## config.mk

```make
export PLATFORM = sky130hd
export DESIGN_NAME = bounce_generator
export DESIGN_NICKNAME = d
export VERILOG_FILES = /design/src/rtl/bounce_generator.sv
export SDC_FILE = /design/constraint.sdc
export NUM_CORES = 1
export LEC_CHECK = 0
export CAP_MARGIN = 20
export CORE_UTILIZATION = 50
export DETAILED_ROUTE_END_ITERATION = 16
export GPL_TIMING_DRIVEN = 0
export HOLD_SLACK_MARGIN = 0.15
export PLACE_DENSITY_LB_ADDON = 0.2
export SLEW_MARGIN = 10
export SYNTH_ARGS = -nofsm -noshare
export SYNTH_HDL_FRONTEND = slang
export SYNTH_SLANG_ARGS = --single-unit
```

## constraint.sdc

```tcl
create_clock -name i_clk -period 5.2 [get_ports i_clk]
set_input_delay 1.04 -clock i_clk [delete_from_list [all_inputs] [get_ports i_clk]]
set_output_delay 1.04 -clock i_clk [all_outputs]
set_load 0.03 [all_outputs]
```

## src/rtl/bounce_generator.sv

```systemverilog
// Contact-bounce emulator: on each change of the clean target level, drives a burst of
// LFSR-timed glitches on o_sig_out before settling on the new level.
module bounce_generator #(
    parameter int unsigned BOUNCE_CNT = 4,
    parameter int unsigned DWELL_W    = 3,
    parameter logic [7:0]  SEED       = 8'hA5
) (
    input  logic i_clk,
    input  logic i_rst,
    input  logic i_level_in,
    input  logic i_en,
    output logic o_sig_out,
    output logic o_busy,
    output logic o_done
);

    localparam int unsigned TOG_W = (BOUNCE_CNT == 0) ? 1 : $clog2(2 * BOUNCE_CNT + 1);
    localparam logic [7:0] LFSR_INIT = (SEED == 8'h00) ? 8'h01 : SEED;
    localparam logic [TOG_W-1:0] TOG_INIT = TOG_W'(2 * BOUNCE_CNT);

    typedef enum logic {
        StStable = 1'b0,
        StBounce = 1'b1
    } state_e;

    state_e r_state, w_state_next;

    logic               r_target, w_target_next;
    logic               r_sig, w_sig_next;
    logic               r_busy, w_busy_next;
    logic               r_done, w_done_next;
    logic [7:0]         r_lfsr, w_lfsr_next;
    logic [DWELL_W:0]   r_dwell, w_dwell_next;
    logic [TOG_W-1:0]   r_toggles, w_toggles_next;

    logic [DWELL_W:0]   w_load;
    logic [7:0]         w_lfsr_step;
    logic               w_dwell_end;

    // Dwell is drawn from the pre-step LFSR value, range 1..2^DWELL_W.
    assign w_load      = (DWELL_W + 1)'(r_lfsr[DWELL_W-1:0]) + (DWELL_W + 1)'(1);
    assign w_lfsr_step = {r_lfsr[6:0], r_lfsr[7] ^ r_lfsr[6] ^ r_lfsr[5] ^ r_lfsr[4]};
    assign w_dwell_end = (r_dwell == (DWELL_W + 1)'(1));

    always_ff @(posedge i_clk or posedge i_rst) begin
        if (i_rst) begin
            r_state <= StStable;
        end else begin
            r_state <= w_state_next;
        end
    end

    always_ff @(posedge i_clk or posedge i_rst) begin
        if (i_rst) begin
            r_target  <= 1'b0;
            r_sig     <= 1'b0;
            r_busy    <= 1'b0;
            r_done    <= 1'b0;
            r_lfsr    <= LFSR_INIT;
            r_dwell   <= '0;
            r_toggles <= '0;
        end else begin
            r_target  <= w_target_next;
            r_sig     <= w_sig_next;
            r_busy    <= w_busy_next;
            r_done    <= w_done_next;
            r_lfsr    <= w_lfsr_next;
            r_dwell   <= w_dwell_next;
            r_toggles <= w_toggles_next;
        end
    end

    always_comb begin
        w_state_next = r_state;
        unique case (r_state)
            StStable: begin
                if ((i_level_in != r_target) && i_en) begin
                    w_state_next = StBounce;
                end
            end
            StBounce: begin
                if (w_dwell_end && (r_toggles == '0)) begin
                    w_state_next = StStable;
                end
            end
            default: w_state_next = StStable;
        endcase
    end

    always_comb begin
        w_target_next  = r_target;
        w_sig_next     = r_sig;
        w_busy_next    = r_busy;
        w_done_next    = 1'b0;
        w_lfsr_next    = r_lfsr;
        w_dwell_next   = r_dwell;
        w_toggles_next = r_toggles;
        unique case (r_state)
            StStable: begin
                w_busy_next = 1'b0;
                if (i_level_in != r_target) begin
                    w_target_next = i_level_in;
                    w_sig_next    = i_level_in;
                    if (i_en) begin
                        w_dwell_next   = w_load;
                        w_lfsr_next    = w_lfsr_step;
                        w_toggles_next = TOG_INIT;
                        w_busy_next    = 1'b1;
                    end
                end
            end
            StBounce: begin
                // Inputs are ignored here; a lasting difference is re-evaluated in StStable.
                if (!w_dwell_end) begin
                    w_dwell_next = r_dwell - (DWELL_W + 1)'(1);
                end else if (r_toggles != '0) begin
                    w_sig_next     = ~r_sig;
                    w_toggles_next = r_toggles - TOG_W'(1);
                    w_dwell_next   = w_load;
                    w_lfsr_next    = w_lfsr_step;
                end else begin
                    w_busy_next = 1'b0;
                    w_done_next = 1'b1;
                end
            end
            default: ;
        endcase
    end

    assign o_sig_out = r_sig;
    assign o_busy    = r_busy;
    assign o_done    = r_done;

endmodule
```

Word level (Yosys, flattened, before mapping)
Index checks and enable logic that the tools add are counted.
{"block": "totals", "reg_bits": 21, "input_bits": 4, "out_inout_bits": 3, "elab_cells": 63}
{"block": "classes", "addsub": 3, "eq_ne": 8, "muxes": 30, "bitwise_logic": 5, "n_reduce_logical": 9}
{"cell": "4-bit 2-to-1 mux", "n": 8}
{"cell": "8-bit 2-to-1 mux", "n": 4}
{"cell": "4-bit one-hot mux with 2 select lines", "n": 2}
{"cell": "8-bit one-hot mux with 2 select lines", "n": 1}
{"cell": "1-bit 2-to-1 mux", "n": 12}
{"cell": "4-bit by 1-bit subtractor with 4-bit output (second input constant)", "n": 2}
{"cell": "2-bit inequality test (second input constant)", "n": 3}
{"cell": "1-bit one-hot mux with 2 select lines", "n": 3}
{"cell": "3-bit AND reduction", "n": 2}
{"cell": "3-bit by 1-bit adder with 4-bit output (second input constant)", "n": 1}
{"cell": "4-bit by 1-bit == test with 1-bit output (second input constant)", "n": 1}
{"cell": "4-bit zero test", "n": 1}
{"cell": "2-bit by 1-bit inequality test with 1-bit output (second input constant)", "n": 2}
{"cell": "2-bit AND reduction", "n": 2}
{"cell": "4-bit AND reduction", "n": 1}
{"cell": "4-bit nonzero test", "n": 1}
{"cell": "3-bit by 2-bit inequality test with 1-bit output (second input constant)", "n": 1}
{"cell": "1-bit bitwise XOR", "n": 3}
{"cell": "1-bit logical AND", "n": 2}
{"cell": "1-bit inverter", "n": 2}
{"cell": "1-bit inequality test", "n": 1}

Depth between registers and ports, before layout
Gate-level depths: netlist of run 1.
{"block": "depth", "ltp_word": 6, "depth_mapped": 6}

Least setup slack after synthesis of run 1
Ideal clock, no wire load.
{"block": "synth_path", "path_type": "input to register", "start": "input port i_level_in", "end": "register r_lfsr[1]", "arrival_time_ns": 1.970, "required_time_ns": 5.075, "slack_ns": 3.105, "path_stages": 4, "path_buffers": 0, "path_cell_list": "xor2_1 > a21oi_2 > nor2_4 > mux2_2"}
{"block": "synth_via", "elab_chain_cells": 3}
{"item": "from (decl)", "line_no": "10", "text": "input logic i_level_in,"}
{"item": "1-bit inequality test", "line_no": "101", "text": "if (i_level_in != r_target) begin"}
{"item": "2-bit inequality test (no source line)"}
{"item": "4-bit AND reduction (no source line)"}
{"item": "to (signal assigned)", "line_no": "67", "text": "r_lfsr <= w_lfsr_next;"}
{"item": "to (decl)", "line_no": "32", "text": "logic [7:0] r_lfsr, w_lfsr_next;"}
No other way between the ends.
A chain may end at the register's enable or synchronous reset.

Worst setup path in the final report of run 1
Same ends and word-level chain as after synthesis.

==> results of run 1 <==
## placed cells by master (no fill, tap or decap), types with 2 or more instances in the layout
master and count:
dfrtp_1 17, inv_1 10, o21ai_0 10, mux2_2 8, clkdlybuf4s50_1 6, a21oi_1 5, ha_1 5, dfstp_2 4
nand3_1 3, xnor2_1 3, clkbuf_4 3, clkbuf_1 2, nor2_1 2, o21ai_2 2, nand2_1 2, xor2_1 2
nor4b_1 2, o2bb2ai_1 2, nor3_1 2, a41oi_1 2
## path summary, 6_finish.rpt
path                       startpoint            to  slack (ns)  cells after the start
min in group asynchronous       i_rst  r_toggles[2]        1.17                      2
min reg2reg                 o_sig_out     o_sig_out        0.50                      1
max in group asynchronous       i_rst        o_done        3.55                      2
max                        i_level_in     r_lfsr[1]        2.75                      5
min                         o_sig_out     o_sig_out        0.50                      1
max reg2reg                r_dwell[1]     r_lfsr[1]        3.34                      6
## cell type report
cell class | instances | area [um2]
multi-input combinational | 64 | 526
buffer | 1 | 3.75
fill | 168 | 805
timing repair buffer | 6 | 60.1
sequential | 21 | 531
inverter | 10 | 37.5
clock buffer | 4 | 26.3
tap | 27 | 33.8
## power by group
part / switching, W / total [W] / internal [W]
clock: 0.0000459 / 0.0000757 / 0.0000298
combinational: 0.000211 / 0.000413 / 0.000203
sequential: 0.0000715 / 0.000327 / 0.000256
total: 0.000328 / 0.000816 / 0.000488
## through the flow
| step | cells | util [%] | setup WS (ns) |
|---|---|---|---|
| after floorplan | 96 | - | 3.11 |
| after global placement | 129 | 58.9 | 2.47 |
| after detailed placement | 129 | 58.9 | 2.45 |
| after CTS | 133 | 60.2 | 2.77 |
| after global routing | 133 | 60.2 | 2.64 |
| final | 133 | 60.2 | 2.75 |
## worst register-to-register path, stage by stage (launching register included)
cell     delay (ns)
dfrtp_1        0.40
inv_1          0.09
ha_1           0.16
nor3b_2        0.31
o21ai_2        0.17
nor2_4         0.26
mux2_2         0.36
## flip-flops by register name, indices dropped and copies added (netlist names)
register	count
r_lfsr	8
r_dwell	4
r_toggles	4
o_busy	1
o_done	1
o_sig_out	1
r_state	1
r_target	1
## per-layer routing
| metal | vias up | global-route usage, % |
|---|---|---|
| li1 | 370 | - |
| met4 | 0 | 8.33 |
| met2 | 12 | 33.3 |
| met3 | 4 | 3.74 |
| met1 | 379 | 22.7 |
| met5 | - | 0 |
## logic make-up after synthesis
logic type / share of synthesized area (%)
muxes: 8.21
adders and majority gates: 5.70
xor gates and xnor gates: 3.99
buffers and inverters: 3.76
DFF: 48.3
and+or+nand+nor: 9.92
AOI/OAI and AO/OA: 20.1
==> results by group, run 1 <==
Yosys
  – Sequential fraction of the synthesis area: between 40 and 50%
  – Leading area contributor after synthesis: dfrtp_1
  – Post-synth top cells: 17 x dfrtp_1, 10 x inv_1, 10 x o21ai_0, 8 x mux2_2
  – Number of library cell types mapped by synthesis: 32
  – Post-Synthesis Cells: 96
  – Post-synth top area share: about two fifths
  – Most frequent cell after synthesis: dfrtp_1
  – Post-synth ARST share: 100%
  – Flops & latches, synth: 21
  – Ys Warns: 0
  – Syn_nets: 105
  – Mapped Avg Cell Area: around 11 um2
  – Post-synth EDFFs: 0
  – Main synth FF type: dfrtp_1
  – Mapped cell area: approximately 1100 um2
  – Synth area leaders: dfrtp_1 39%, dfstp_2 9.6%, mux2_2 8.2%

Drt
  – Met2 wire len: approximately 1000 um
  – DRC Markers: 0
  – Avg Vias per Cell: between 5 and 6
  – Via count: between 700 and 800
  – Initial DRC Count: 13
  – Drt wl/cell: 14.3 um
  – Met1 wire length: roughly 820 um
  – Max layer used: met4
  – Final WL: 1910 um
  – Pre-Repair DR Iteration Count: 6
  – Detail Route Antenna Nets: 0
  – Met3 WL: about 45 um

Clock tree
  – Post-CTS setup buffer count: 0
  – Number of CTS-inserted buffers: 3
  – # hold bufs at CTS: 0
  – Number of H-tree levels: 1
  – Worst-Skew Late Latency: 0.29 ns
  – CTS tree: done
  – CTS sink count: 21
  – # resized after CTS: 0
  – Max clock buf depth: 2
  – Clock transition at path regs: 0.11 ns
  – CTS root buf: clkbuf_4

STA
  – Pins Over Slew Limit: 0
  – Final setup vio count: 0
  – Final period util: 47.1%
  – Fmax: a little over 400 MHz
  – Slew @ Worst Pin: between 0.7 and 0.8 ns
  – Final Hold Fails: 0
  – Final Critical Period: between 2 and 2.5 ns
  – Setup TNS: 0 ns
  – Max transition margin: about half
  – Final hold slack: ~0.50 ns
  – RSZ-0062 raised after global routing: false
  – Worst Skew: around 0.0034 ns

Finish
  – Nets@finish: ~120
  – ANT cells: 0
  – Final design area excluding fillers: around 1200 um2
  – Layout cell share with drive strength beyond 1: 24.5%
  – Layout area overhead: 10.9%

Pwr
  – P_leak: 0.509 nW
  – Post-layout total power: 0.000816 W
  – Max VDD drop: approximately 0.00038 V
  – Cell Pwr Density: 671 nW/um2

Worst setup path
  – Critical path, cell by cell: clkdlybuf4s50_1 -> xor2_1 -> a21oi_2 -> nor2_4 -> mux2_2
  – CP Data Required Time: between 5 and 6 ns
  – CP Launch Type: primary input
  – Max stage delay cell, worst path: clkdlybuf4s50_1
  – Max FO, Critical Path: 9
  – Crit path kind: in -> reg
  – Crit path capture type: flip-flop
  – Critical Path Max Stage Delay: roughly 0.50 ns
  – Worst Path Arrival: about 2.6 ns
  – Cell family with most CP delay: buffers and inverters
  – Bufs and invs on worst path: 1

Die
  – FP Rows: 16
  – Initial core utilization: a little over half
  – Die Height: around 49 um
  – Io pins: 7
  – Die W: between 40 and 50 um
  – CORE AREA: roughly 2000 um2
  – Die area: between 2000 and 2500 um2

Global route
  – Initial antenna violation count: 0
  – Vias in the first global route: 828
  – Largest net degree at the start of global routing: 22
  – Gr usage total: about a fifth
  – Grt ovf: 0
  – First-pass GRT wire length: 3460 um

Job
  – Max cap viols: 0

Placement
  – Post-DP HPWL: between 1000 and 1500 um
  – GP Congestion: 0.757
  – IO buf count: 6
  – Post-DP Area: 1190 um2

Worst hold path
  – Hold Path Class: reg -> reg

Outcome
  – Status: finished, final reports clean
Note: power is estimated with default switching activity, not from simulation.
==> run 2: changes to the inputs <==
==> constraint.sdc (replaced) <==
create_clock -name i_clk -period 2.2 [get_ports i_clk]
set_input_delay 0.44 -clock i_clk [delete_from_list [all_inputs] [get_ports i_clk]]
set_output_delay 0.44 -clock i_clk [all_outputs]
set_load 0.03 [all_outputs]
==> results of run 2 <==
The final DEF is identical to that of run 1. Status: finished, final reports clean.
Main changes from that run: setup slack after placement 2.45 ns -> 0.0545 ns; setup slack after layout 2.75 ns -> 0.338 ns; start point of the critical path i_level_in -> r_dwell[1]; register-to-register setup slack 3.34 ns -> 0.34 ns; total power 0.000816 W -> 0.00193 W; worst IR drop on VDD 0.000379 V -> 0.000896 V
